### config.mk
export PLATFORM = sky130hd
export DESIGN_NAME = keyvalue_wb_initiator
export DESIGN_NICKNAME = d
export VERILOG_FILES = /design/src/rtl/kvi_pkg.sv /design/src/rtl/kvi_cmd_fifo.sv /design/src/rtl/keyvalue_wb_initiator.sv
export SDC_FILE = /design/constraint.sdc
export NUM_CORES = 1
export LEC_CHECK = 0
export CAP_MARGIN = 20
export CORE_MARGIN = 4
export CORE_UTILIZATION = 35
export CTS_BUF_LIST = sky130_fd_sc_hd__clkbuf_8
export CTS_CLUSTER_DIAMETER = 200
export CTS_CLUSTER_SIZE = 12
export DETAILED_ROUTE_END_ITERATION = 16
export DONT_BUFFER_PORTS = 1
export HOLD_SLACK_MARGIN = 0.03
export SYNTH_ARGS = -nofsm -noshare
export SYNTH_HDL_FRONTEND = slang
export SYNTH_SLANG_ARGS = --single-unit
### constraint.sdc
create_clock -name sys_clk -period 3.8 [get_ports sys_clk]
set_input_delay 0.57 -clock sys_clk [delete_from_list [all_inputs] [get_ports sys_clk]]
set_output_delay 0.57 -clock sys_clk [all_outputs]
set_load 0.05 [all_outputs]
### src/rtl/kvi_pkg.sv
// Shared types for the key-value Wishbone initiator: FSM states, command record, bus widths.
package kvi_pkg;

  localparam int KVI_DATA_W = 8;
  localparam int KVI_ADDR_W = 8;

  typedef enum logic [1:0] {
    IDLE = 2'd0,
    BUS  = 2'd1,
    RESP = 2'd2
  } kvi_state_e;

  typedef struct packed {
    logic                  we;
    logic [KVI_ADDR_W-1:0] key;
    logic [KVI_DATA_W-1:0] val;
  } kvi_cmd_t;

endpackage

### src/rtl/kvi_cmd_fifo.sv
// Synchronous command FIFO with first-word fall-through output; DEPTH must be a power of 2.
module kvi_cmd_fifo
  import kvi_pkg::*;
#(
  parameter int DEPTH = 4
) (
  input  logic     clk,
  input  logic     rst_n,
  input  logic     push_i,
  input  logic     pop_i,
  input  kvi_cmd_t din_i,
  output kvi_cmd_t dout_o,
  output logic     full_o,
  output logic     empty_o
);

  localparam int PW = $clog2(DEPTH);
  localparam logic [PW:0] FULL_CNT = (PW+1)'(DEPTH);

  kvi_cmd_t [DEPTH-1:0] mem_q, mem_d;
  logic [PW-1:0] wr_ptr_q, wr_ptr_d, rd_ptr_q, rd_ptr_d;
  logic [PW:0]   cnt_q, cnt_d;
  logic          do_push, do_pop;

  assign full_o  = (cnt_q == FULL_CNT);
  assign empty_o = (cnt_q == '0);
  assign do_push = push_i && !full_o;
  assign do_pop  = pop_i && !empty_o;
  assign dout_o  = mem_q[rd_ptr_q];

  // Pointers wrap naturally because DEPTH is a power of 2.
  always_comb begin
    mem_d    = mem_q;
    wr_ptr_d = wr_ptr_q;
    rd_ptr_d = rd_ptr_q;
    cnt_d    = cnt_q;
    if (do_push) begin
      mem_d[wr_ptr_q] = din_i;
      wr_ptr_d        = wr_ptr_q + 1'b1;
    end
    if (do_pop) rd_ptr_d = rd_ptr_q + 1'b1;
    case ({do_push, do_pop})
      2'b10:   cnt_d = cnt_q + 1'b1;
      2'b01:   cnt_d = cnt_q - 1'b1;
      default: ;
    endcase
  end

  always_ff @(posedge clk) begin
    if (!rst_n) begin
      wr_ptr_q <= '0;
      rd_ptr_q <= '0;
      cnt_q    <= '0;
    end else begin
      wr_ptr_q <= wr_ptr_d;
      rd_ptr_q <= rd_ptr_d;
      cnt_q    <= cnt_d;
    end
  end

  always_ff @(posedge clk) mem_q <= mem_d;

endmodule

### src/rtl/keyvalue_wb_initiator.sv
// Wishbone classic initiator for the 8-bit key-value responder: one bus cycle per queued command.
// Optional ACK timeout abort is enabled by defining KVI_TIMEOUT_EN.
module keyvalue_wb_initiator
  import kvi_pkg::*;
#(
  parameter int CMD_DEPTH   = 4,
  parameter int TIMEOUT_CYC = 255
) (
  input  logic        sys_clk,
  input  logic        sys_rst_n,
  input  logic        cmd_valid,
  output logic        cmd_ready,
  input  logic        cmd_we,
  input  logic [7:0]  cmd_key,
  input  logic [7:0]  cmd_val,
  output logic        rsp_valid,
  input  logic        rsp_ready,
  output logic [7:0]  rsp_data,
  output logic        rsp_err,
  output logic        CYC_o,
  output logic        STB_o,
  output logic        WE_o,
  output logic        SEL_o,
  output logic [7:0]  ADR_o,
  output logic [7:0]  DAT_o,
  input  logic [7:0]  DAT_i,
  input  logic        ACK_i,
  output logic [15:0] txn_count
);

  kvi_state_e state_q, state_d;
  kvi_cmd_t   cmd_in, fifo_head;
  logic       fifo_full, fifo_empty, fifo_push, fifo_pop;
  logic       init_q, init_d;
  logic       cyc_q, cyc_d, we_q, we_d;
  logic [KVI_ADDR_W-1:0] adr_q, adr_d;
  logic [KVI_DATA_W-1:0] dat_q, dat_d, rsp_data_q, rsp_data_d;
  logic       rsp_valid_q, rsp_valid_d;
  logic [15:0] txn_q, txn_d;
  logic       timeout_hit, bus_done;

  assign cmd_in    = {cmd_we, cmd_key, cmd_val};
  assign cmd_ready = init_q && !fifo_full;
  assign fifo_push = cmd_valid && cmd_ready;
  assign bus_done  = (state_q == BUS) && (ACK_i || timeout_hit);

  kvi_cmd_fifo #(.DEPTH(CMD_DEPTH)) u_fifo (
    .clk     (sys_clk),
    .rst_n   (sys_rst_n),
    .push_i  (fifo_push),
    .pop_i   (fifo_pop),
    .din_i   (cmd_in),
    .dout_o  (fifo_head),
    .full_o  (fifo_full),
    .empty_o (fifo_empty)
  );

  always_ff @(posedge sys_clk) begin
    if (!sys_rst_n) begin
      state_q     <= IDLE;
      init_q      <= 1'b0;
      cyc_q       <= 1'b0;
      we_q        <= 1'b0;
      adr_q       <= '0;
      dat_q       <= '0;
      rsp_valid_q <= 1'b0;
      rsp_data_q  <= '0;
      txn_q       <= '0;
    end else begin
      state_q     <= state_d;
      init_q      <= init_d;
      cyc_q       <= cyc_d;
      we_q        <= we_d;
      adr_q       <= adr_d;
      dat_q       <= dat_d;
      rsp_valid_q <= rsp_valid_d;
      rsp_data_q  <= rsp_data_d;
      txn_q       <= txn_d;
    end
  end

  always_comb begin
    state_d = state_q;
    case (state_q)
      IDLE:    if (!fifo_empty) state_d = BUS;
      BUS:     if (bus_done)    state_d = RESP;
      RESP:    if (rsp_ready)   state_d = IDLE;
      default: state_d = IDLE;
    endcase
  end

  always_comb begin
    init_d      = 1'b1;
    fifo_pop    = 1'b0;
    cyc_d       = cyc_q;
    we_d        = we_q;
    adr_d       = adr_q;
    dat_d       = dat_q;
    rsp_valid_d = rsp_valid_q;
    rsp_data_d  = rsp_data_q;
    txn_d       = txn_q;
    case (state_q)
      IDLE: if (!fifo_empty) begin
        fifo_pop = 1'b1;
        cyc_d    = 1'b1;
        we_d     = fifo_head.we;
        adr_d    = fifo_head.key;
        dat_d    = fifo_head.val;
      end
      // Timeout without ACK leaves data at zero; a PUT always returns zero.
      BUS: if (bus_done) begin
        cyc_d       = 1'b0;
        we_d        = 1'b0;
        adr_d       = '0;
        dat_d       = '0;
        rsp_valid_d = 1'b1;
        rsp_data_d  = (ACK_i && !we_q) ? DAT_i : '0;
      end
      RESP: if (rsp_ready) begin
        rsp_valid_d = 1'b0;
        rsp_data_d  = '0;
        txn_d       = txn_q + 16'd1;
      end
      default: ;
    endcase
  end

`ifdef KVI_TIMEOUT_EN
  localparam logic [15:0] WAIT_LAST = 16'(TIMEOUT_CYC - 1);

  logic [15:0] wait_q, wait_d;
  logic        rsp_err_q, rsp_err_d;

  // ACK is checked before the timeout, so an ACK on the last cycle wins.
  assign timeout_hit = (wait_q == WAIT_LAST);
  assign rsp_err     = rsp_err_q;

  always_comb begin
    wait_d    = wait_q;
    rsp_err_d = rsp_err_q;
    if (state_q != BUS) wait_d = '0;
    else if (!bus_done) wait_d = wait_q + 16'd1;
    if (bus_done) rsp_err_d = !ACK_i;
    else if (state_q == RESP && rsp_ready) rsp_err_d = 1'b0;
  end

  always_ff @(posedge sys_clk) begin
    if (!sys_rst_n) begin
      wait_q    <= '0;
      rsp_err_q <= 1'b0;
    end else begin
      wait_q    <= wait_d;
      rsp_err_q <= rsp_err_d;
    end
  end
`else
  logic unused_timeout_cfg;
  assign unused_timeout_cfg = (TIMEOUT_CYC > 0);
  assign timeout_hit        = 1'b0;
  assign rsp_err            = 1'b0;
`endif

  assign CYC_o     = cyc_q;
  assign STB_o     = cyc_q;
  assign SEL_o     = cyc_q;
  assign WE_o      = we_q;
  assign ADR_o     = adr_q;
  assign DAT_o     = dat_q;
  assign rsp_valid = rsp_valid_q;
  assign rsp_data  = rsp_data_q;
  assign txn_count = txn_q;

endmodule

Yosys cells after proc, flatten, opt, wreduce, memory -nomap -nowiden
Cells that the tools add are included.
{ "totals": {"word_cells": 89, "output_inout_bits": 47, "inputBits": 30, "regBits": 121} }
{ "op_classes": {"n_reduce_logical": 19, "add_sub_neg": 5, "mux": 30, "magnitude_cmp": 3, "eq_ne": 8} }
{ "op_table": {"columns": ["cell", "n"], "rows": [
  ["bitwise mux 68 bit", 1],
  ["2-to-1 mux 8 bit", 6],
  ["case mux 8 bit (2 select lines)", 3],
  ["binary-select mux 17 bit (select 2 bit)", 1],
  ["demux 17 bit (select 2 bit)", 1],
  ["2-to-1 mux 17 bit", 2],
  ["adder 16 x 1 -> 16 bit (second input constant)", 1],
  ["AND reduction 3 bit", 3],
  ["2-to-1 mux 1 bit", 8],
  ["logical AND 1 bit", 7],
  ["< comparator 2 x 3 -> 1 bit (second input constant)", 2],
  ["2-to-1 mux 2 bit", 3],
  ["inequality test 2 bit (second input constant)", 3],
  ["case mux 1 bit (2 select lines)", 3],
  ["case mux 2 bit (3 select lines)", 1],
  ["case mux 3 bit (2 select lines)", 1],
  ["nonzero test 2 bit", 3],
  ["adder 2 x 1 -> 2 bit (second input constant)", 2],
  ["== test 2 x 1 -> 1 bit (second input constant)", 2],
  ["== test 2 bit (second input constant)", 2],
  ["adder 3 x 1 -> 3 bit (second input constant)", 1],
  ["== test 3 bit (second input constant)", 1],
  ["zero test 1 bit", 3],
  ["zero test 3 bit", 1],
  ["4 further kinds", 4]
]} }

Logic depth before layout (Yosys ltp)
Gate-level depths: netlist of run 1.
{ "logic_depth": {"ltp_word": 7, "ltp_mapped": 11, "ltp_nobuf": 9} }

Modules after synthesis
From an unflattened synthesis of run 1, not the netlist that was laid out.
{ "unflattened": {"cells_unflattened": 346, "area_unflattened_um2": 4768.3} }
{ "modules_own_cells": {"columns": ["module", "seq_area_each_um2", "cells_each", "area_per_inst_um2", "instances"], "rows": [
  ["kvi_cmd_fifo", 2182.1, 140, 2905.3, 1],
  ["keyvalue_wb_initiator", 920.9, 206, 1863.0, 1]
]} }

Worst setup path before layout of run 1
No wires, ideal clock.
{ "synth_path": {"path_kind": "register to register", "start": "reg state_q[0]", "end": "reg u_fifo.cnt_q[2]", "path_buffers": 3, "slack_ps": 1115, "t_required_ps": 3730, "period_less_slack_ps": 2685, "t_arrival_ps": 2614, "setup_ps": 70, "path_stages_with_launch": 12, "path_cell_list": "dfxtp_1 > clkbuf_1 > or3_2 > clkbuf_1 > inv_2 > buf_2 > ha_1 > inv_1 > fa_1 > xor2_1 > or3_1 > a21oi_1"} }
{ "synth_between": {"elab_chain_len": 5, "word_cells_on_any_way": 7, "classes_between": "2 x eq/ne; 2 x mux; 3 x reduce/logical"} }
{ "synth_rtl": {"columns": ["element", "line", "source"], "rows": [
  ["start: declaration", "keyvalue_wb_initiator.sv:31", "kvi_state_e state_q, state_d;"],
  ["start signal: assignment", "keyvalue_wb_initiator.sv:70", "state_q <= state_d;"],
  ["zero test 2 bit (*)", "keyvalue_wb_initiator.sv:102", "case (state_q)"],
  ["2-to-1 mux 1 bit (*)", "keyvalue_wb_initiator.sv:102", null],
  ["logical AND 1 bit (*)", "kvi_cmd_fifo.sv:28", "assign do_pop = pop_i && !empty_o;"],
  ["named net u_fifo.do_pop", "kvi_cmd_fifo.sv:23", "logic do_push, do_pop;"],
  ["== test 2 x 1 -> 1 bit or == test 2 bit (tied branches)", "kvi_cmd_fifo.sv:42", "case ({do_push, do_pop})"],
  ["case mux 3 bit (2 select lines) or nonzero test 2 bit (tied branches)", null, null],
  ["end signal: assignment", "kvi_cmd_fifo.sv:57", "cnt_q <= cnt_d;"],
  ["end: declaration", "kvi_cmd_fifo.sv:22", "logic [PW:0] cnt_q, cnt_d;"]
]} }
Mark *: on every way through the listed nets, which the timed path passes. The rest lies on a longest branch.
A chain may end at the register's enable or synchronous reset.

Worst setup path after layout of run 1
{ "layout_path": {"start": "reg u_fifo.cnt_q[0]", "end": "reg u_fifo.cnt_q[2]"} }
{ "layout_between": {"elab_chain_len": 7, "word_cells_on_any_way": 16, "classes_between": "2 x add/sub; 3 x eq/ne; 3 x mux; 8 x reduce/logical"} }
{ "layout_rtl": {"columns": ["element", "line", "source"], "rows": [
  ["== test 3 bit", "kvi_cmd_fifo.sv:25", "assign full_o = (cnt_q == FULL_CNT);"],
  ["zero test 1 bit", "kvi_cmd_fifo.sv:27, keyvalue_wb_initiator.sv:43", null],
  ["logical AND 1 bit", "keyvalue_wb_initiator.sv:43", "assign cmd_ready = init_q && !fifo_full;"],
  ["logical AND 1 bit", "keyvalue_wb_initiator.sv:44", "assign fifo_push = cmd_valid && cmd_ready;"],
  ["logical AND 1 bit", "kvi_cmd_fifo.sv:27", "assign do_push = push_i && !full_o;"],
  ["== test 2 x 1 -> 1 bit or == test 2 bit (tied branches)", "kvi_cmd_fifo.sv:42", null],
  ["case mux 3 bit (2 select lines) or nonzero test 2 bit (tied branches)", null, null]
]} }
Several ways; a longest one is shown, not always the timed one.

==> results of run 1 <==
-- registers in the layout, indices dropped and copies added (netlist names) --
signal	count
CYC_o	1
u_fifo.mem_q	68
ADR_o	8
init_q	1
rsp_valid	1
DAT_o	8
u_fifo.wr_ptr_q	2
txn_count	16
u_fifo.cnt_q	3
WE_o	1
state_q	2
rsp_data	8
u_fifo.rd_ptr_q	2
-- power by group through the flow --
stage	sequential (W)	clock [W]	combinational, W
global route	0.00202	0.00121	0.000632
floorplan	0.00195	0	0.000499
global placement	0.00202	0	0.000554
finish	0.00199	0.00111	0.000560
CTS	0.00200	0.00114	0.000571
detailed placement	0.00203	0	0.000568
-- area by class of cell --
type / instances / area share (%)
Timing Repair Buffer: 4 / 0.579
Inverter: 11 / 0.796
Clock inverter: 14 / 2.84
Multi-Input combinational cell: 193 / 27.3
Clock buffer: 17 / 4.51
Sequential cell: 121 / 59.8
Tap cell: 172 / 4.15
-- placed cells by master, fill, tap and decap left out, types with 2 or more instances in the layout --
cell type	instances
or4_1	2
a21oi_1	30
inv_6	3
ha_1	6
clkinv_4	2
and3_1	4
inv_1	9
clkinv_1	2
clkinv_2	2
nor4_1	3
or3_2	2
nand2_1	24
or3_1	6
bufinv_16	2
o21ai_0	6
edfxtp_1	68
xor2_1	5
mux4_2	17
nor2_1	29
nand3_1	20
nand4_1	5
dfxtp_1	53
clkbuf_8	17
buf_4	4
a22oi_1	8
clkinvlp_4	4
xnor2_1	9
nor3_1	2
-- cells by family after synthesis --
logic type      after synthesis  synth area share, %
other cells                   1               0.0804
compound gates               48                 5.87
xor+xnor                     14                 2.63
fa+ha+maj                     7                 2.04
flops                       121                 66.5
simple gates                105                 11.4
buf+inv                      32                 3.08
mux                          18                 8.42
-- critical path, delay by kind of cell, from the launching register on --
kind,cells,cell delay [ns]
xor+xnor,1,0.16
buf+inv,2,0.40
compound gates,1,0.16
fa+ha+maj,2,0.62
simple gates,3,1.02
flops,1,0.44
-- stage by stage --
step | hold WS (ns) | utilization, %
after floorplan | 0.484 | -
after global placement | 0.495 | 37.5
after detailed placement | 0.523 | 37.5
after CTS | 0.143 | 40.5
after global routing | 0.128 | 40.5
final | 0.173 | 40.5
-- metal layers --
metal	vias to the layer above	track usage, %
li1	1273	-
met1	1278	14.5
met2	100	22.1
met3	10	7.59
met4	0	4.22
met5	-	0
-- worst paths after layout --
path                                   endpoint  slack, ns
worst max-delay path            u_fifo.cnt_q[2]       0.92
worst min-delay path                     init_q       0.17
worst max register to register  u_fifo.cnt_q[2]       0.92
worst min register to register  u_fifo.cnt_q[2]       0.56
==> metrics, run 1 <==
synthesized instance count 346; core area 12800 sq um; wl on met1 3690 um; fill cell count 1198; crit path capture type flip-flop; r2r worst-path depth 9; RR Startpoint u_fifo.cnt_q[0]; fin area 5190 sq um; top-count cell post-synth edfxtp_1; Final nets 385; H-tree Lvls 4; post-place instance area 4810 sq um; final period utilization 75.8%; Worst Setup SP u_fifo.cnt_q[0]; Clk Latency, worst-skew pair 0.42 ns; register area 3100 sq um; CTS sink count 121; WS Path Type reg2reg; switching power 0.00131 W; antenna diode count 0; sequential share of power 54.4%; cts hold-fix bufs 0; Final TNS setup 0 ns; number of global-route vias before repair 2753; CTS tree yes; Worst Hold Launch sys_rst_n; Num CTS Buffers 17; RD Place Congestion 0.745; IO Count 77; top post-synthesis cells by area edfxtp_1, dfxtp_1, mux4_2; WP data arrival 3.23 ns; clock share of power 30.2%; Syn Nets 383; post-layout worst setup margin 0.920 ns; met3 wire length 920 um; outcome complete, no violations; placed wire-length estimate 6240 um; Worst slew margin 35.7%; DR vias 2661; post-synthesis sequential area ratio 66.5%; clk buf depth 2; Tot Pwr 0.00365 W; area delta synth->final 11.2%; die area 15200 sq um; async set-reset flop share out of synthesis 0%; cell taking the most area after synthesis edfxtp_1; initial core utilization 36.4%; input/output buffers 0; Net Sw Frac 35.9%; Root Buffer clkbuf_8; Routed WL 9310 um; crit path cell chain nor3_1 -> or3_2 -> inv_2 -> ha_1 -> inv_1 -> fa_1 -> xor2_1 -> or3_1 -> a21oi_1; GRT Total Usage 13.3%; Post-Place Setup Slack 0.967 ns; Max Cap Viol 0; Layout Cells excl Fill 532; Clk pin slew, worst setup/hold paths 0.07 ns; Post-synth EDFFs 68; # setup viols final 0; Slew Limit Fails 0; Rows 41; synth warn 0; vias per cell 5.00; met2 wire len 4590 um; Internal 0.00234 W; CP Max Fanout 19; peak supply drop 0.000430 V; post-synth top area share 43.8%; CP max-delay cell or3_2; Peak Freq 347 MHz; Synth Cell Area 4670 sq um; min Tclk post-route 2.88 ns; Hold Crit Class in2reg; post_cts resized 0; die span in y 123 um; Max Used Layer met4; Layout Skew 0.00763 ns; share of layout cells above drive strength 1 15.8%; pin count of the biggest net entering global routing 29; Multi-input gate area 1420 sq um; gr ovfl total 0; Remaining DRCs 0; flops & latches, synth 121; WL/cell 17.5 um; Comb pwr share 15.3%; PwrDens 704 nW/um^2; biggest cell delay along the critical path 0.63 ns; initial antenna violation count 0; TritonRoute pass-1 iters 4; setup bufs post-CTS 0; Detail Route Antenna Nets 0; Cell variety after synth 42; ys flop type edfxtp_1; die width 123 um; Leakage 1.68 nW; top cells by count, synth edfxtp_1, dfxtp_1, a21oi_1; Hold Violations, Final 0; DR iter-0 viols 143; RSZ-0062 raised after global routing no; Avg Synthesized Cell Area 13.5 sq um; Inst Count DP 501; worst-margin pin slew 0.964 ns; WHS Path Cells 0; first-pass GRT wire length 14800 um; worst path required time 4.15 ns; Worst setup SP type flip-flop
Note: power is estimated with default switching activity, not from simulation.
==> run 2, diff against run 1 <==
- clock period: 3.8 -> 2.87 ns (I/O delays scaled with it)
==> run 2 against run 1 <==
Fmax grew 27%. Critical path depth is the same. Sequential cell count is the same. Final cell count grew 3.8%. Register-to-register slack lost 0.32 ns. Global-route usage shrank 0.12 points. Via count grew 3.5%. Critical endpoint unchanged. Critical path type unchanged. Sequential power grew 30%.
==> metrics, run 2 (synthesis results as in run 1) <==
core area 12800 sq um (unchanged); Leakage 1.78 nW (+6.4%); Tot Pwr 0.00487 W (+33%); Finished Core Util 41.6% (+1.2 points); area delta synth->final 14.5%; initial antenna violation count 0 (unchanged); Layout Skew 0.00956 ns (+0.00192 ns); GRT Total Usage 13.2% (-0.12 points); post-layout worst setup margin 0.598 ns (-0.322 ns); worst-margin pin slew 1.04 ns (+0.0736 ns); Slew Limit Fails 0 (unchanged); WS Path Type reg2reg; Rows 41 (unchanged); crit path capture type flip-flop; clock share of power 29.3% (-0.9 points); die span in y 123 um (unchanged); # setup viols final 0 (unchanged); placed wire-length estimate 6220 um (-0.35%); sequential share of power 53.2% (-1.2 points); TritonRoute pass-1 iters 4 (unchanged); RSZ-0062 raised after global routing no; WL/cell 17.4 um (-0.76%); peak supply drop 0.000689 V (+60%); antenna diode count 0 (unchanged); number of global-route vias before repair 2811 (+2.1%); commonest non-fill, non-tap cell in the layout edfxtp_1; CTS sink count 121 (unchanged); r2r worst-path depth 9 (unchanged); input/output buffers 0 (unchanged); Worst slew margin 30.9% (-4.8 points); Max Cap Viol 0 (unchanged); most frequent cells in the layout edfxtp_1, dfxtp_1, a21oi_1, nor2_1, nand2_1; vias per cell 4.99 (-0.22%); pin count of the biggest net entering global routing 31 (+6.9%); WP data arrival 2.62 ns (-0.61 ns); DR vias 2755 (+3.5%); Clk Latency, worst-skew pair 0.42 ns (about the same); IO Count 77 (unchanged); Post-Place Setup Slack 0.600 ns (-0.367 ns); Final nets 404 (+4.9%); Final TNS setup 0 ns (unchanged); Hold Crit Class in2reg; Detail Route Antenna Nets 0 (unchanged); Routed WL 9590 um (+3.0%); min Tclk post-route 2.27 ns (-0.608 ns); gr ovfl total 0 (unchanged); Comb pwr share 17.4% (+2.1 points); Worst setup SP type flip-flop; H-tree Lvls 4 (unchanged); final period utilization 79.2% (+3.4 points); Net Sw Frac 36.7% (+0.79 points); worst path required time 3.22 ns (-0.93 ns); outcome complete, no violations; die area 15200 sq um (unchanged); Worst Hold Slack 0.101 ns (-0.0720 ns); Hold Violations, Final 0 (unchanged); share of layout cells above drive strength 1 20.3% (+4.4 points); first-pass GRT wire length 14800 um (+0.18%); die width 123 um (unchanged); RD Place Congestion 0.758 (+1.7%); initial core utilization 36.4% (unchanged); CP Max Fanout 6 (-13); PwrDens 911 nW/um^2 (+29%); Remaining DRCs 0 (unchanged); Biggest register u_fifo.mem_q; Root Buffer clkbuf_8; Clk pin slew, worst setup/hold paths 0.08 ns (about the same); Largest register FFs 68 (unchanged); CTS tree yes; switching power 0.00178 W (+36%); DR iter-0 viols 151 (+5.6%); Num CTS Buffers 17 (unchanged); WHS Path Cells 0 (unchanged); clk buf depth 2 (unchanged); post_cts resized 0 (unchanged); Peak Freq 440 MHz (+27%); Internal 0.00308 W (+32%); setup bufs post-CTS 0 (unchanged)
run 2: cell types whose count changed in the layout (fill, tap and decap cells not counted), sizes merged:
cell and delta:
dlygate4sd3 +1, buf +18, clkinv +1, clkinvlp -2, bufinv -1, inv +3
run 2: layer usage:
| layer | global-route usage [%] | vias to the layer above | part of all wire, % |
|---|---|---|---|
| met5 | 0 | - | 0 |
| met4 | 4.22 | 0 | 0.48 |
| met3 | 6.36 | 4 | 8.9 |
| met2 | 21.4 | 76 | 48 |
| met1 | 15.5 | 1356 | 42 |
| li1 | - | 1319 | - |
run 2: timing repair:
| item | 4_1_cts | 5_1_grt |
|---|---|---|
| setup endpoints to repair | 0 | 0 |
| hold buffers | 1 | 0 |
| endpoints found under the hold margin | 1 | 0 |
run 2: stage by stage:
| stage | area, sq um | cells |
|---|---|---|
| after floorplan | 4670 | 346 |
| after global placement | 4960 | 519 |
| after detailed placement | 4960 | 519 |
| after CTS | 5340 | 552 |
| after global routing | 5340 | 552 |
| final | 5340 | 552 |
run 2: area by class of cell:
class / count / area, sq um
clock inverters: 15 / 141
fillers: 1201 / 7480
inverters: 11 / 41.3
flip-flops and latches: 121 / 3100
multi-input cells: 193 / 1420
repair buffers: 23 / 188
well taps: 172 / 215
clock buffers: 17 / 234
run 2: final timing paths:
kind | startpoint | to | slack (ns)
hold / removal | cmd_val[1] | u_fifo.mem_q[35] | 0.10
setup / recovery | u_fifo.cnt_q[0] | u_fifo.cnt_q[2] | 0.60
setup reg to reg | u_fifo.cnt_q[0] | u_fifo.cnt_q[2] | 0.60
hold reg to reg | u_fifo.cnt_q[2] | u_fifo.cnt_q[2] | 0.53
run 2: power by group through the flow:
| stage | Combinational (W) | Clock, W | Sequential, W |
|---|---|---|---|
| 3_5_place_dp | 0.000861 | 0 | 0.00264 |
| 6_report | 0.000848 | 0.00143 | 0.00259 |
| 5_1_grt | 0.000941 | 0.00155 | 0.00262 |
| 4_1_cts | 0.000870 | 0.00147 | 0.00260 |
| 2_1_floorplan | 0.000660 | 0 | 0.00258 |
| 3_3_place_gp | 0.000842 | 0 | 0.00263 |
run 2: critical path, stage by stage (launching register included):
cell and delay [ns]:
dfxtp_1 0.42, nor3_1 0.09, or3_2 0.44, inv_2 0.07, ha_1 0.17, inv_1 0.06
fa_1 0.37, xor2_1 0.16, or3_1 0.30, a21oi_1 0.13
==> run 3, diff against run 2 <==
- clock period: 2.87 -> 1.95 ns (I/O delays scaled with it)
==> run 3 against run 2 <==
The flow now finishes with violations (setup timing). Register-to-register slack worse by 0.67 ns. Sequential share of layout area down 5.7 points. First-iteration DRC count down 27%. Final cell count up 9.8%. Power up 57%. Clock skew about the same. Critical path type unchanged. Critical endpoint unchanged. Highest routed layer unchanged.
==> metrics, run 3 (synthesis results as in run 1) <==
initial antenna violation count 0 (unchanged); Layout Cells excl Fill 606 (+9.8%); first-pass GRT wire length 16000 um (+7.9%); fin area 5950 sq um (+11%); Multi-input gate area 1450 sq um (+2.4%); pin count of the biggest net entering global routing 29 (-6.5%); # setup viols final 1 (+1); WP data arrival 2.39 ns (-0.23 ns); number of global-route vias before repair 3123 (+11%); Worst Hold Launch sys_rst_n; Biggest register u_fifo.mem_q; die span in y 123 um (unchanged); CTS tree yes; r2r worst-path depth 9 (unchanged); die width 123 um (unchanged); RR Startpoint u_fifo.cnt_q[0]; IO Count 77 (unchanged); clk buf depth 2 (unchanged); crit path cell chain buf_6 -> o311ai_2 -> buf_4 -> ha_4 -> inv_2 -> fa_2 -> xor2_1 -> or3_1 -> a21oi_2; Clk Latency, worst-skew pair 0.44 ns (+0.02 ns); Worst slew margin 60.3% (+29 points); post-layout worst setup margin -0.0709 ns (-0.668 ns); Largest register FFs 68 (unchanged); commonest non-fill, non-tap cell in the layout edfxtp_1; min Tclk post-route 2.02 ns (-0.252 ns); WHS Path Cells 2 (+2); PwrDens 1280 nW/um^2 (+41%); post-place instance area 5210 sq um (+5.1%); initial core utilization 36.4% (unchanged); final period utilization 104% (+24 points); Max Cap Viol 0 (unchanged); failing checks setup timing; input/output buffers 0 (unchanged); DR iter-0 viols 110 (-27%); GRT Total Usage 14.3% (+1.1 points); most frequent cells in the layout edfxtp_1, buf_4, dfxtp_1, nor2_1, a21oi_1; Clk pin slew, worst setup/hold paths 0.08 ns (about the same); die area 15200 sq um (unchanged); Inst Count DP 543 (+4.6%); Rows 41 (unchanged); Peak Freq 495 MHz (+12%); Final nets 458 (+13%); Hold Violations, Final 0 (unchanged); gr ovfl total 0 (unchanged); Hold Crit Class in2reg; Crit Reg-Reg Endpoint u_fifo.cnt_q[2]; core area 12800 sq um (unchanged); register area 3120 sq um (+0.40%); outcome finished, violations left; RD Place Congestion 0.769 (+1.6%); Slew Limit Fails 0 (unchanged); fill cell count 1173 (-2.3%); biggest cell delay along the critical path 0.33 ns (-0.11 ns); Root Buffer clkbuf_8; placed wire-length estimate 6690 um (+7.6%); Hold Path Sink ADR_o[2]; share of layout cells above drive strength 1 27.4% (+7.2 points); Tot Pwr 0.00765 W (+57%); worst path required time 2.32 ns (-0.90 ns); antenna diode count 0 (unchanged); Worst setup SP type flip-flop; area delta synth->final 27.6%; Routed WL 10200 um (+6.1%); Detail Route Antenna Nets 0 (unchanged); worst-margin pin slew 0.594 ns (-0.444 ns); crit path capture type flip-flop; Finished Core Util 46.4% (+4.8 points); Leakage 2.07 nW (+16%); Remaining DRCs 0 (unchanged); Final TNS setup -0.0709 ns (-0.0709 ns); r2r setup slk -0.07 ns (-0.67 ns); WL/cell 16.8 um (-3.3%); peak supply drop 0.000691 V (+0.36%); DR vias 2997 (+8.8%); CTS sink count 121 (unchanged); CP max-delay cell dfxtp_2; TritonRoute pass-1 iters 5 (+1); CP Max Fanout 4 (-2); RSZ-0062 raised after global routing yes; WS Path Type reg2reg; Num CTS Buffers 17 (unchanged); Layout Skew 0.0101 ns (+0.000499 ns); H-tree Lvls 4 (unchanged); vias per cell 4.95 (-0.91%)
run 3: cell count changes in the layout (fill, tap and decap cells not counted), moves of 3 or more:
| cell | before | now |
|---|---|---|
| buf_12 | 1 | 4 |
| buf_4 | 21 | 44 |
| dfxtp_1 | 53 | 43 |
| dfxtp_2 | 0 | 10 |
| dlygate4sd3_1 | 1 | 28 |
| inv_6 | 5 | 2 |
run 3: what timing repair did:
item	CTS	global route
resized for setup	3	4
hold buffers	28	0
setup buffers	1	2
hold endpoints to repair	79	0
pin swaps	0	0
endpoints found under the setup margin	2	4
run 3: worst max-delay path, delay by kind of cell, from the launching register on:
kind                       cells  cell delay, ns
buffers and inverters          3            0.32
xor gates and xnor gates       1            0.16
and+or+nand+nor                1            0.33
AOI/OAI and AO/OA              2            0.36
DFF                            1            0.33
adders and majority gates      2            0.45
run 3: how the worst max path moves through the flow:
stage | startpoint | end | cells past startpoint
3_3_place_gp | u_fifo.cnt_q[2] | u_fifo.cnt_q[2] | 9
5_1_grt | u_fifo.cnt_q[1] | u_fifo.cnt_q[2] | 9
6_report | u_fifo.cnt_q[0] | u_fifo.cnt_q[2] | 9
4_1_cts | u_fifo.cnt_q[2] | u_fifo.cnt_q[2] | 9
2_1_floorplan | state_q[0] | u_fifo.cnt_q[2] | 11
3_5_place_dp | u_fifo.cnt_q[2] | u_fifo.cnt_q[2] | 9
run 3: layout make-up:
cell class              instances  share of cell area [%]
repair buffers                 77                    11.8
multi-input cells             193                    24.4
inverters                      11                   0.820
clock buffers                  18                    4.16
clock inverters                14                    2.86
well taps                     172                    3.62
flip-flops and latches        121                    52.3
run 3: layer usage:
layer	up-vias	routed length (um)	GRT usage, %
met5	-	0	0
met2	87	5200	24.6
met1	1470	4120	15.7
li1	1426	-	-
met3	14	726	5.81
met4	0	119	5.61
run 3: report_power, final:
group          switching (W)  leakage (nW)  internal [W]
sequential          0.000723          1.05       0.00298
clock                0.00102         0.203       0.00130
combinational       0.000913         0.812      0.000710
run 3: stage by stage:
stage | setup slack, ns | hold WS, ns
finish | -0.0709 | 0.0978
floorplan | -0.316 | 0.320
CTS | -0.0708 | 0.0750
global placement | -0.0366 | 0.320
detailed placement | -0.113 | 0.320
global route | -0.142 | 0.0957
==> RTL edit 1, RTL diff (flow settings as in run 1) <==
The option `KVI_TIMEOUT_EN` is turned on by a define.
--- a/src/rtl/keyvalue_wb_initiator.sv
+++ b/src/rtl/keyvalue_wb_initiator.sv
@@ -1,5 +1,7 @@
 // Wishbone classic initiator for the 8-bit key-value responder: one bus cycle per queued command.
 // Optional ACK timeout abort is enabled by defining KVI_TIMEOUT_EN.
+`define KVI_TIMEOUT_EN
+
 module keyvalue_wb_initiator
   import kvi_pkg::*;
 #(
Function: same outputs for any inputs over 4 cycles, from zero or initial values and one cycle with sys_rst_n low; that may be too few to reach the edited logic, so the function may still have changed.
==> RTL edit 1 against run 1 <==
Synthesized area grew 19%. Setup slack gained 0.27 ns. Wire length grew 21%. Total power grew 8.1%. Cell area grew 18%. Sequential power grew 12%. Synthesized cell count grew 21%. Sequential cell count grew 17. Die area grew 18%. Critical path depth is the same. Critical path type unchanged. Largest cell class unchanged. Highest routed layer unchanged.
==> RTL edit 1: results (changes against run 1) <==
| Metric | Value |
|---|---|
| Total track usage | `13.0% (was 13.3%)` |
| Distinct cell type count after synthesis | `53 (was 42)` |
| Status | `finished clean (unchanged)` |
| Layout cells sized above 1 | `13.5% (was 15.8%)` |
| Vias in the first global route | `3394 (was 2753)` |
| Max stage delay on crit path | `0.42 ns (was 0.63 ns)` |
| Initial antenna violation count | `0 (unchanged)` |
| WL met3 | `1120 um (was 920 um)` |
| Largest net degree at the start of global routing | `34 (was 29)` |
| DRT met1 WL | `4340 um (was 3690 um)` |
| First-pass GRT wire length | `17900 um (was 14800 um)` |
| Util after Layout | `39.7% (was 40.5%)` |
| Top post-synthesis cells by area | `edfxtp_1, dfxtp_1, mux4_2 (unchanged)` |
| Vias per cell | `5.28 (was 5.00)` |
| Placed Area | `0.00572 mm2 (was 0.00481 mm2)` |
| Clock Latency Late Sink | `0.44 ns (was 0.42 ns)` |
| RD Place Congestion | `0.769 (was 0.745)` |
| Net count after synthesis | `457 (was 383)` |
| Sequential area share after synthesis | `62.0% (was 66.5%)` |
| Synth top cells by count | `dfxtp_1, edfxtp_1, nand2_1 (was edfxtp_1, dfxtp_1, a21oi_1)` |
| WL met2 | `5640 um (was 4590 um)` |
| Post-CTS setup buffers | `0 (unchanged)` |
| Post-DP HPWL | `7370 um (was 6240 um)` |
| Relative slew slack | `34.4% (was 35.7%)` |
| CP max-delay cell | `dfxtp_1 (was or3_2)` |
| Leakage Power | `2.01 nW (was 1.68 nW)` |
| WL final | `11300 um (was 9310 um)` |
| Arr. time, crit path | `2.98 ns (was 3.23 ns)` |
| Worst clock skew | `0.0116 ns (was 0.00763 ns)` |
## RTL edit 1: changes by cell type after synthesis, sizes merged, moves of 8 or more
cell,delta
a32o,+17
dfxtp,+17
nand3,-11
a22oi,-8
nand2b,+8
o211ai,+8
## RTL edit 1: path summary, 6_finish.rpt
| check | from | end | slack, ns | cells past startpoint |
|---|---|---|---|---|
| hold / removal | sys_rst_n | init_q$_DFF_P_ | 0.16 | 0 |
| hold reg to reg | wait_q[15]$_SDFFE_PP0N_ | wait_q[15]$_SDFFE_PP0N_ | 0.49 | 2 |
| setup / recovery | u_fifo.cnt_q[0]$_SDFFE_PN0P_ | u_fifo.cnt_q[2]$_SDFFE_PN0P_ | 1.19 | 9 |
| setup reg to reg | u_fifo.cnt_q[0]$_SDFFE_PN0P_ | u_fifo.cnt_q[2]$_SDFFE_PN0P_ | 1.19 | 9 |
## RTL edit 1: where the power goes
group          internal [W]  switching (W)  total, W
combinational      0.000246       0.000314  0.000561
clock              0.000585       0.000576   0.00116
sequential          0.00172       0.000508   0.00223
## RTL edit 1: area by class of cell
class                      instances  area share (%)
sequential                       138            56.4
tap                              211            4.32
clock buffer                      17            3.83
timing repair buffer               4           0.492
clock inverter                    15            2.50
inverter                          11           0.676
multi-input combinational        244            31.8
## RTL edit 1: logic make-up (layout without fill, tap and decap cells)
family / Yosys count / after routing / synth area share (%)
multiplexers: 22 / 22 / 7.80
AO/OA/AOI/OAI: 79 / 79 / 10.3
buffers and inverters: 36 / 47 / 3.02
AND/OR/NAND/NOR: 118 / 118 / 12.1
flip-flops: 138 / 138 / 62.0
adder cells (fa/ha/maj): 9 / 9 / 2.16
XOR/XNOR: 16 / 16 / 2.52
## RTL edit 1: layer usage
metal | vias up | GRT usage [%]
li1 | 1606 | -
met1 | 1661 | 13.8
met2 | 99 | 21.8
met3 | 14 | 6.49
met4 | 0 | 5.49
met5 | - | 0
## RTL edit 1: stage by stage
stage / total power (W) / setup WS [ns] / cells
floorplan: 0.00270 / 1.42 / 418
finish: 0.00395 / 1.19 / 640
detailed placement: 0.00285 / 1.18 / 608
CTS: 0.00401 / 1.17 / 640
global placement: 0.00282 / 1.32 / 608
global route: 0.00414 / 1.03 / 640
==> RTL edit 2, RTL diff (config.mk and constraints of run 1) <==
Made on the original files. Encoding of `kvi_state_e`: now one-hot (3 bits for 3 states).
--- a/src/rtl/kvi_pkg.sv
+++ b/src/rtl/kvi_pkg.sv
@@ -4,10 +4,10 @@
   localparam int KVI_DATA_W = 8;
   localparam int KVI_ADDR_W = 8;
 
-  typedef enum logic [1:0] {
-    IDLE = 2'd0,
-    BUS  = 2'd1,
-    RESP = 2'd2
+  typedef enum logic [2:0] {
+    IDLE = 3'b001,
+    BUS  = 3'b010,
+    RESP = 3'b100
   } kvi_state_e;
 
   typedef struct packed {
Formal check against the unedited RTL: same outputs for any inputs over 4 cycles, from zero or initial values and one cycle with sys_rst_n low; so few cycles prove little.
==> RTL edit 2 against run 1 <==
Via count down 3.8%. Wire length shrank 4.7%. Cell area increased by 1.5%. Final cell count fell by 3.0%. Synthesized area up 0.59%. First-iteration DRC count decreased by 7.0%. Sequential cell count rose by 1. Setup slack improved by 0.23 ns. Total power decreased by 0.83%.
==> RTL edit 2: results (changes against run 1) <==
| Metric | Value |
|---|---|
| Crit Path Class | `flop to flop (unchanged)` |
| Worst Setup SP | `u_fifo.cnt_q[2]$_SDFFE_PN0P_ (was u_fifo.cnt_q[0]$_SDFFE_PN0P_)` |
| Worst clock skew | `0.0102 ns (was 0.00763 ns)` |
| Internal | `0.00242 W (was 0.00234 W)` |
| Hold Path Class | `primary input to flop (unchanged)` |
| Status | `finished clean (unchanged)` |
| Initial antenna violation count | `0 (unchanged)` |
| Vias in the first global route | `2657 (was 2753)` |
| Clock root cell | `clkbuf_8 (unchanged)` |
| Clock tree buffer depth | `2 (unchanged)` |
| Top post-synthesis cells by area | `edfxtp_1, dfxtp_1, mux4_2 (unchanged)` |
| Post-CTS setup buffers | `0 (unchanged)` |
| Placed Area | `0.00486 mm2 (was 0.00481 mm2)` |
| Clock-pin transition on the worst setup and hold timing paths | `0.06 ns` |
| H-tree Lvls | `4 (unchanged)` |
| Vias per cell | `4.96 (was 5.00)` |
| Distinct cell type count after synthesis | `50 (was 42)` |
| R2r endpoint | `u_fifo.cnt_q[2]$_SDFFE_PN0P_ (unchanged)` |
| Ys Warns | `0 (unchanged)` |
| Net count after synthesis | `355 (was 383)` |
| Relative slew slack | `33.1% (was 35.7%)` |
| # fillers | `1207 (was 1198)` |
| Leakage Power | `1.72 nW (was 1.68 nW)` |
| Peak supply drop | `0.000204 V (was 0.000430 V)` |
| EDFF count, synth | `68 (unchanged)` |
| Sequential area share after synthesis | `66.5% (about the same)` |
| Largest Register | `u_fifo.mem_q (unchanged)` |
| Initial DRC count | `133 (was 143)` |
| CP Max Fanout | `4 (was 19)` |
| RD Place Congestion | `0.680 (was 0.745)` |
| Area of the multi-input gates | `0.00145 mm2 (was 0.00142 mm2)` |
| Largest net degree at the start of global routing | `35 (was 29)` |
| CTS buffer count | `17 (unchanged)` |
| Port buffer count | `0 (unchanged)` |
| 1st-pass router iterations | `4 (unchanged)` |
| Post-CTS Resized | `0 (unchanged)` |
| Asr flop ratio synth | `0% (unchanged)` |
| Arr. time, crit path | `2.99 ns (was 3.23 ns)` |
| Post-DP HPWL | `5740 um (was 6240 um)` |
| Largest register FFs | `68 (unchanged)` |
| Layout cells sized above 1 | `17.1% (was 15.8%)` |
| R2r worst-path depth | `8 (was 9)` |
| Hold WS | `0.183 ns (was 0.173 ns)` |
| Synth top cells by count | `edfxtp_1, dfxtp_1, nor2_1 (was edfxtp_1, dfxtp_1, a21oi_1)` |
| First-pass GRT wire length | `14100 um (was 14800 um)` |
| Antenna diode count | `0 (unchanged)` |
| Routed len/inst | `17.2 um (was 17.5 um)` |
| Total track usage | `12.3% (was 13.3%)` |
| Antenna Nets Post-Route | `0 (unchanged)` |
| Worst R2R Setup Slack | `1.15 ns (was 0.92 ns)` |
| Clock Latency Late Sink | `0.42 ns (about the same)` |
-- RTL edit 2: cell count changes in the layout (fill, tap and decap cells not counted), moves of 5 or more --
| cell | before | now |
|---|---|---|
| inv_1 | 9 | 14 |
| nand3_1 | 20 | 4 |
| a22o_1 | 0 | 17 |
| a21oi_1 | 30 | 8 |
| nand2_1 | 24 | 8 |
-- RTL edit 2: worst min-delay path by stage --
stage / start / to / cells after the start
final: sys_rst_n / init_q$_DFF_P_ / 0
after global routing: sys_rst_n / init_q$_DFF_P_ / 0
after floorplan: u_fifo.cnt_q[2]$_SDFFE_PN0P_ / u_fifo.cnt_q[2]$_SDFFE_PN0P_ / 2
after global placement: CYC_o$_SDFFE_PN0P_ / CYC_o$_SDFFE_PN0P_ / 1
after CTS: sys_rst_n / init_q$_DFF_P_ / 0
after detailed placement: CYC_o$_SDFFE_PN0P_ / CYC_o$_SDFFE_PN0P_ / 1
-- RTL edit 2: cells by family after synthesis --
kind of cell	after synthesis	share of synthesized area [%]
buf+inv	26	2.59
xor+xnor	15	2.80
mux	18	8.37
flops	122	66.5
fa+ha+maj	7	2.03
simple gates	79	9.92
other cells	1	0.0799
compound gates	50	7.68
-- RTL edit 2: power groups by stage --
stage	sequential [W]	combinational [W]	clock [W]
finish	0.00200	0.000487	0.00114
global route	0.00203	0.000541	0.00124
CTS	0.00201	0.000491	0.00117
detailed placement	0.00204	0.000490	0
global placement	0.00203	0.000475	0
floorplan	0.00197	0.000438	0
-- RTL edit 2: cell type report --
cell class / instances / area share, %
inverters: 12 / 0.855
well taps: 176 / 4.18
clock inverters: 15 / 3.09
flip-flops and latches: 122 / 59.3
repair buffers: 4 / 0.641
clock buffers: 17 / 4.44
multi-input cells: 170 / 27.5
-- RTL edit 2: critical path, stage by stage (launching register included) --
cell and delay, ns:
dfxtp_1 0.39, inv_1 0.07, o311ai_0 0.74, ha_1 0.33, inv_1 0.06, fa_1 0.38
xor2_1 0.16, or3_1 0.31, a21oi_1 0.14
-- RTL edit 2: metal layers --
| layer | vias to the layer above | wire length, um | GRT usage, % | share of wire [%] |
|---|---|---|---|---|
| met5 | - | 0 | 0 | 0 |
| met4 | 0 | 135 | 5.19 | 1.5 |
| met3 | 12 | 728 | 5.72 | 8.2 |
| met2 | 58 | 4430 | 19.5 | 50 |
| met1 | 1264 | 3580 | 14.5 | 40 |
| li1 | 1227 | - | - | - |
-- RTL edit 2: stage by stage --
step | power, W | instances | setup WS [ns]
2_1_floorplan | 0.00241 | 318 | 1.42
3_3_place_gp | 0.00251 | 483 | 1.30
3_5_place_dp | 0.00253 | 483 | 1.15
4_1_cts | 0.00367 | 515 | 1.11
5_1_grt | 0.00381 | 516 | 1.02
6_report | 0.00362 | 516 | 1.15
